File: config.mk
export PLATFORM = sky130hd
export DESIGN_NAME = video_timing_gen
export DESIGN_NICKNAME = d
export VERILOG_FILES = /design/src/rtl/video_timing_gen.sv
export SDC_FILE = /design/constraint.sdc
export NUM_CORES = 1
export LEC_CHECK = 0
export CAP_MARGIN = 20
export CELL_PAD_IN_SITES_DETAIL_PLACEMENT = 1
export CELL_PAD_IN_SITES_GLOBAL_PLACEMENT = 2
export CORE_MARGIN = 2
export CORE_UTILIZATION = 29
export CTS_BUF_LIST = sky130_fd_sc_hd__clkbuf_16
export DETAILED_ROUTE_END_ITERATION = 8
export HOLD_SLACK_MARGIN = 0.08
export PLACE_DENSITY = 0.82
export SYNTH_ARGS = -nofsm -noshare
export SYNTH_HDL_FRONTEND = slang
export SYNTH_SLANG_ARGS = --single-unit
File: constraint.sdc
create_clock -name video_clk -period 3.3 [get_ports video_clk]
set_clock_uncertainty 0.05 [all_clocks]
set_input_delay 0.33 -clock video_clk [delete_from_list [all_inputs] [get_ports video_clk]]
set_output_delay 0.33 -clock video_clk [all_outputs]
set_load 0.01 [all_outputs]
File: src/rtl/video_timing_gen.sv
// Raster timing generator: stage-0 pixel coordinates and line-fetch requests,
// plus HSYNC/VSYNC/DE delayed to line up with the downstream pixel pipeline.
module video_timing_gen #(
  parameter int   H_VISIBLE = 1280,
  parameter int   H_FRONT   = 110,
  parameter int   H_SYNC    = 40,
  parameter int   H_BACK    = 220,
  parameter int   V_VISIBLE = 720,
  parameter int   V_FRONT   = 5,
  parameter int   V_SYNC    = 5,
  parameter int   V_BACK    = 20,
  parameter logic H_POL     = 1'b1,
  parameter logic V_POL     = 1'b1,
  parameter int   PIPE_DLY  = 2
) (
  input  logic        video_clk,
  input  logic        reset,
  output logic [11:0] x,
  output logic [11:0] y,
  output logic        active,
  output logic        frame_start,
  output logic        line_req,
  output logic [11:0] line_num,
  output logic        hsync,
  output logic        vsync,
  output logic        de
);

  localparam int H_TOTAL = H_VISIBLE + H_FRONT + H_SYNC + H_BACK;
  localparam int V_TOTAL = V_VISIBLE + V_FRONT + V_SYNC + V_BACK;

  localparam logic [11:0] H_LAST = 12'(H_TOTAL - 1);
  localparam logic [11:0] V_LAST = 12'(V_TOTAL - 1);
  localparam logic [12:0] H_VIS_W   = 13'(H_VISIBLE);
  localparam logic [12:0] V_VIS_W   = 13'(V_VISIBLE);
  localparam logic [12:0] HS_BEGIN  = 13'(H_VISIBLE + H_FRONT);
  localparam logic [12:0] HS_END    = 13'(H_VISIBLE + H_FRONT + H_SYNC);
  localparam logic [12:0] VS_BEGIN  = 13'(V_VISIBLE + V_FRONT);
  localparam logic [12:0] VS_END    = 13'(V_VISIBLE + V_FRONT + V_SYNC);

  logic        run_q;
  logic [11:0] x_q, y_q, x_d, y_d;
  logic        active_q, active_d;
  logic        frame_start_q, frame_start_d;
  logic        line_req_q, line_req_d;
  logic [11:0] line_num_q, line_num_d;
  logic        hs_raw_q, hs_raw_d;
  logic        vs_raw_q, vs_raw_d;
  logic [11:0] nl_s;
  logic        hs_out_s, vs_out_s, de_out_s;

  // Next stage-0 position and every flag derived from it, so all stage-0 outputs are registered.
  always_comb begin
    x_d = 12'd0;
    y_d = 12'd0;
    if (run_q) begin
      if (x_q == H_LAST) begin
        x_d = 12'd0;
        y_d = (y_q == V_LAST) ? 12'd0 : (y_q + 12'd1);
      end else begin
        x_d = x_q + 12'd1;
        y_d = y_q;
      end
    end else begin
      x_d = 12'd0;
      y_d = 12'd0;
    end

    nl_s          = (y_d == V_LAST) ? 12'd0 : (y_d + 12'd1);
    active_d      = ({1'b0, x_d} < H_VIS_W) && ({1'b0, y_d} < V_VIS_W);
    frame_start_d = (x_d == 12'd0) && (y_d == 12'd0);
    line_req_d    = ({1'b0, x_d} == H_VIS_W) && ({1'b0, nl_s} < V_VIS_W);
    line_num_d    = line_req_d ? nl_s : line_num_q;
    hs_raw_d      = ({1'b0, x_d} >= HS_BEGIN) && ({1'b0, x_d} < HS_END);
    vs_raw_d      = ({1'b0, y_d} >= VS_BEGIN) && ({1'b0, y_d} < VS_END);
  end

  // Stage-0 state; run_q holds the first post-reset edge at (0,0) before counting starts.
  always_ff @(posedge video_clk) begin
    if (reset) begin
      run_q         <= 1'b0;
      x_q           <= 12'd0;
      y_q           <= 12'd0;
      active_q      <= 1'b0;
      frame_start_q <= 1'b0;
      line_req_q    <= 1'b0;
      line_num_q    <= 12'd0;
      hs_raw_q      <= 1'b0;
      vs_raw_q      <= 1'b0;
    end else begin
      run_q         <= 1'b1;
      x_q           <= x_d;
      y_q           <= y_d;
      active_q      <= active_d;
      frame_start_q <= frame_start_d;
      line_req_q    <= line_req_d;
      line_num_q    <= line_num_d;
      hs_raw_q      <= hs_raw_d;
      vs_raw_q      <= vs_raw_d;
    end
  end

  generate
    if (PIPE_DLY == 0) begin : g_no_dly
      assign hs_out_s = hs_raw_q;
      assign vs_out_s = vs_raw_q;
      assign de_out_s = active_q;
    end else begin : g_dly
      logic [2:0] dly_q [PIPE_DLY];

      // Shift {hsync, vsync, active}; reset flushes every stage to the inactive level.
      always_ff @(posedge video_clk) begin
        if (reset) begin
          for (int i = 0; i < PIPE_DLY; i++) begin
            dly_q[i] <= 3'b000;
          end
        end else begin
          dly_q[0] <= {hs_raw_q, vs_raw_q, active_q};
          for (int i = 1; i < PIPE_DLY; i++) begin
            dly_q[i] <= dly_q[i-1];
          end
        end
      end

      assign hs_out_s = dly_q[PIPE_DLY-1][2];
      assign vs_out_s = dly_q[PIPE_DLY-1][1];
      assign de_out_s = dly_q[PIPE_DLY-1][0];
    end
  endgenerate

  assign x           = x_q;
  assign y           = y_q;
  assign active      = active_q;
  assign frame_start = frame_start_q;
  assign line_req    = line_req_q;
  assign line_num    = line_num_q;
  assign hsync       = hs_out_s ? H_POL : ~H_POL;
  assign vsync       = vs_out_s ? V_POL : ~V_POL;
  assign de          = de_out_s;

endmodule

### Word level (Yosys, flattened, before mapping)

Memory sizes are Yosys's and may differ from the RTL's.
Cells that the tools add are included.

| word-level totals | value |
|---|---|
| flip-flop bits (word level) | 42 |
| bits in writable memories | 6 |
| word-level logic and storage cells | 46 |
| memories kept | 1 |

Memory list:

| name | depth | bits a word | read ports | clocked after memory_dff | wr ports | RTL line | source |
|---|---|---|---|---|---|---|---|
| g_dly.dly_q | 2 | 3 | 2 | 0 | 2 | 109 | `logic [2:0] dly_q [PIPE_DLY];` |

| cells by class | value |
|---|---|
| add/sub/neg operators | 3 |
| $lt $le $gt $ge | 7 |
| equal/unequal tests | 4 |
| multiplexer cells | 13 |
| bitwise logic cells | 2 |
| reductions and logical operators | 7 |

Operators by type and width:

| kind | count |
|---|---|
| $mux 12 | 6 |
| $add 12x1->12 const B | 3 |
| $lt 12x10->1 const B | 3 |
| $eq 12x10->1 const B | 2 |
| $eq 12x11->1 const B | 2 |
| $logic_not 12->1 | 2 |
| $lt 12x11->1 const B | 2 |
| $ge 12x10->1 const B | 1 |
| $ge 12x11->1 const B | 1 |
| $mux 3 | 2 |
| $logic_and 1x1->1 | 5 |
| $mux 1 | 5 |
| $or 1x1->1 | 2 |

### Longest topological paths before layout

| depth | value |
|---|---|
| depth in word-level cells | 8 |
| mapped depth | 16 |

### Least setup slack after synthesis

No wires, ideal clock.

| timing path | value |
|---|---|
| path type | register to register |
| start point | reg x_q[1], in the netlist x[1] |
| end point | reg line_num_q[0], in the netlist line_num[0] |
| setup time | 0.072 ns |
| arrival time | 3.356 ns |
| required time | 3.178 ns |
| setup slack | -0.178 ns |
| cell stages (with the launch flop) | 17 |
| buffers on the path | 2 |
| period minus slack after synthesis | 3.478 ns |
| path through | dfxtp_1 -> inv_1 -> ha_1 -> and4b_1 -> nand3_1 -> clkbuf_1 -> o21a_1 -> nand2_1 -> inv_1 -> ha_1 -> nand3_1 -> and3_1 -> nor4_1 -> o31ai_1 -> a21oi_1 -> buf_4 -> mux2i_1 |

| on the way | value |
|---|---|
| word-level cells in the longest chain between the ends | 7 |

Ends and longest elaborated chain:

| element | RTL line | source |
|---|---|---|
| start: declaration | 42 | `logic [11:0] x_q, y_q, x_d, y_d;` |
| start signal: assignment | 82 | `x_q <= 12'd0;` |
| start signal: assignment | 92 | `x_q <= x_d;` |
| $eq 12x11->1 * | 57 | `if (x_q == H_LAST) begin` |
| $mux 12 * | 57 |  |
| $mux 12 * | 56 | `if (run_q) begin` |
| net y_d[0] | 42 |  |
| $add 12x1->12 / $eq 12x10->1 (equally long branches) | 69 | `nl_s = (y_d == V_LAST) ? 12'd0 : (y_d + 12'd1);` |
| $mux 12 * | 69 |  |
| $lt 12x10->1 | 72 | `line_req_d = ({1'b0, x_d} == H_VIS_W) && ({1'b0, nl_s} < V_VIS_W);` |
| $logic_and 1x1->1 | 72 |  |
| end signal: assignment | 97 | `line_num_q <= line_num_d;` |
| end: declaration | 46 | `logic [11:0] line_num_q, line_num_d;` |

Mark *: on every way through the listed nets, which the timed path passes. The rest lies on a longest branch.
A chain may end at the register's enable or synchronous reset.

### Final worst setup path

| timing path | value |
|---|---|
| start point | reg x_q[3], in the netlist x[3] |
| end point | reg line_num_q[5], in the netlist line_num[5] |

| on the way | value |
|---|---|
| word-level cells in the longest chain between the ends | 7 |

Ends and longest elaborated chain:

| element | RTL line |
|---|---|
| $eq 12x11->1 | 57 |
| $mux 12 | 57 |
| $mux 12 | 56 |
| $add 12x1->12 / $eq 12x10->1 (equally long branches) | 69 |
| $mux 12 | 69 |
| $lt 12x10->1 | 72 |
| $logic_and 1x1->1 | 72 |

Several ways; a longest one is shown, not always the timed one.

==> results.md <==
* Outcome: complete, no violations
* Kind of end point of the critical path: flop
* Overall die width at a little over 100 um
* Final hold violation count at 0
* Diodes inserted at 0
* Pre-CTS setup slack at -0.108 ns
* Crit Path Category: reg -> reg
* Post-synth EDFFs at 0
* Largest net degree at the start of global routing at 16
* Slowest CP cell: or4b_4
* Worst rel slew slack at 0.517
* RSZ-0062 raised after global routing: yes
* First-pass GRT wire length at ~16 mm
* Max clock buf depth at 2
* Routing usage on met1 at 0.214
* DR pass1 iterations at 4
* Post-route ant nets at 0
* Area contributors post-synth: dfxtp_1 (34%), xnor2_1 (6.8%), nor2_1 (5.8%), nand2_1 (4.8%), nand3_1 (3.9%)
* Net Sw Frac at 0.209
* Tcrit/Tclk final at 0.994
* Post-synthesis compound-gate area fraction at 0.103
* DRC Markers at 0
* CTS tree: done
* M2 GR Usage at 0.365
* CTS buffer count at 5
* Xor-xnor portion of the synthesized cell area at 0.107
* Finished Layout Cells at a little under 600
* Synth top area share at 0.338
* I/O Buffers at 43
* Routed vias at 2955
* Sw power at 252 uW
* Simple-gate share of the synthesized area at 0.345
* Distinct cells, synth at 63
* Ys async rst share at 0
* Hold slack at 0.387 ns
* Final setup margin at slightly above 0.02 ns
* Syn_nets at 346
* Post-synthesis sequential area ratio at 0.338
* DIE HEIGHT at just over 100 um
* Register bit total from synthesis at between 40 and 50
* Crit-path max cell delay at between 0.6 and 0.7 ns
* Startpoint Class: flop
* Maximum fanout along the worst path at 8
* Post-Route WL at 10.1 mm
* Clock Pin Slew Worst Setup and Hold Paths at about 0.07 ns
* Synth warn at 0
* Fmax at just over 300 MHz
* Crit path top cell by count: or4b_4
* Hold_buf cts at 0
* Max IR drop VDD at between 150 and 200 uV
* Yosys top cell by area: dfxtp_1
* Avg WL per Cell at 17.1 um
* FILL cells at roughly 1200
* Clk sinks at between 40 and 50
* GR Util met3 at 0.0264
* Share of cells above drive strength 1 at 0.330
* Initial antenna violation count at 0
* Vias in the first global route at around 3100
* Cell Pwr Density at roughly 270 mW/mm2
* Gate power share at 0.037
* Post-DP HPWL at 7.30 mm
* Fin crit period at roughly 3.3 ns
* Leakage Power at 0.00164 uW
* Top FF cell, synth: dfxtp_1
* DR vias/cell at ~5
* Final Max Tran Viols at 0
* CP arrival at 3.41 ns
* Design area at ~0.0045 mm2
* Top-count cell post-synth: dfxtp_1
* Nets at around 470
* Global-route congestion overflow total at 0
* Synth top cells by count: dfxtp_1 (48), nor2_1 (44), nand2_1 (36), nand3_1 (22), xnor2_1 (22)
* DP Area at a little under 0.004 mm2
* Max_cap viols at 0
* Core area at between 0.009 and 0.01 mm2
* Initial Util at 0.295
* Gr usage total at 0.192
* Root Driver: clkbuf_16
* Die area at between 0.01 and 0.015 mm2
* Mapped Area at between 0.002 and 0.003 mm2
* DP Cell Count at 563
* Ports at 44
* Slew @ Worst Pin at between 0.7 and 0.8 ns
* Worst skew pair latency at roughly 0.29 ns
* Multiplexer share of the synthesized area at 0.0357
* Area grow syn2layout at 57.7%
* Mapped Cells at 336
* DRT iter0 DRCs at 99
* Gpl congestion at between 0.8 and 0.9
* Row count at 36
* P_int at 953 uW
* Syn_area_per_cell at roughly 8.5 um2
* H-tree Lvls at 2
* Largest family of logic cells by synthesized area: simple AND/OR/NAND/NOR gates
* Hold Crit Class: reg -> reg
* Req. time, crit path at around 3.4 ns
* Busiest grt layer: met2
* Post-synthesis adder-cell area fraction at 0.0352
* Clk pwr share at 0.476
* Final-report setup violation count at 0
* Sequential power share at 0.486
* Critical Path, Cell by Cell: or4b_4 -> nor4_4 -> xor2_2 -> o21ai_2 -> or4b_4 -> or2_4 -> o41a_1 -> nand3_1 -> mux2i_1
## stage by stage
stage	power (uW)	setup TNS (ns)	utilization
6_report	1200	0	0.465
5_1_grt	1240	-0.527	0.465
4_1_cts	1210	-0.0365	0.430
3_5_place_dp	643	-0.763	0.400
3_3_place_gp	642	-0.373	0.400
2_1_floorplan	621	0	-
## state kept, by name, summed over array words and instances, names as in the netlist
| signal | count |
|---|---|
| x | 12 |
| active | 1 |
| y | 12 |
| vs_raw_q | 1 |
| run_q | 1 |
| frame_start | 1 |
| line_req | 1 |
| hs_raw_q | 1 |
| g_dly.dly_q | 6 |
| line_num | 12 |
## critical path, delay by kind of cell, from the launching register on
family | cells | cell delay, ns
mux | 1 | 0.07
compound gates | 2 | 0.59
flops | 1 | 0.36
simple gates | 5 | 1.86
xor+xnor | 1 | 0.24
## routing by layer
layer	vias to the layer above	wire (um)
li1	1429	-
met1	1452	4050
met2	56	5550
met3	18	286
met4	0	211
met5	-	0
## cell type report
cell class / instances / area (um2) / area share
Clock buffer: 5 / 125 / 0.0279
Clock inverter: 3 / 38.8 / 0.00866
Inverter: 10 / 37.5 / 0.00838
Multi-Input combinational cell: 265 / 2060 / 0.459
Sequential cell: 48 / 973 / 0.217
Tap cell: 133 / 166 / 0.0372
Timing Repair Buffer: 127 / 1080 / 0.241
## kinds of logic after synthesis
kind of cell | after synthesis
AO/OA/AOI/OAI | 41
flip-flops | 48
multiplexers | 10
AND/OR/NAND/NOR | 173
buffers and inverters | 23
adder cells (fa/ha/maj) | 8
XOR/XNOR | 33
## power by group through the flow
stage / registers, uW / logic [uW] / clock network (uW)
finish: 586 / 45.0 / 574
global route: 586 / 49.4 / 607
CTS: 587 / 43.4 / 583
detailed placement: 600 / 43.1 / 0
global placement: 599 / 42.6 / 0
floorplan: 601 / 19.6 / 0
## layout by cell type (no fill, tap or decap), drive strengths merged, types with 3 or more instances in the layout
cell type / count
nand4: 7
buf: 84
ha: 8
o311ai: 3
or2: 3
o31ai: 3
o21ai: 11
nor2: 44
xnor2: 22
mux2i: 9
xor2: 11
clkbuf: 5
or4b: 3
inv: 11
and3: 3
clkdlybuf4s50: 43
nand3: 22
a211oi: 3
dfxtp: 48
a21oi: 6
nor4b: 3
nor4: 12
or3: 4
nand2: 37
nor3: 10
nor2b: 9
## path summary, 6_finish.rpt
| check | start | end | slack (ns) | cells past startpoint |
|---|---|---|---|---|
| worst max-delay path | x[3] | line_num[5] | 0.02 | 9 |
| worst max register to register | x[3] | line_num[5] | 0.02 | 9 |
| worst min-delay path | g_dly.dly_q[0][1] | g_dly.dly_q[0][4] | 0.39 | 1 |
| worst min register to register | g_dly.dly_q[0][1] | g_dly.dly_q[0][4] | 0.39 | 1 |
## timing repair
item / 4_1_cts / 5_1_grt
buffers inserted: 8 / 12
endpoints found under the setup margin: 12 / 14
pin swaps: 10 / 15
cloned: 0 / 1
resized for setup: 12 / 53
(Power assumes the default switching activity.)
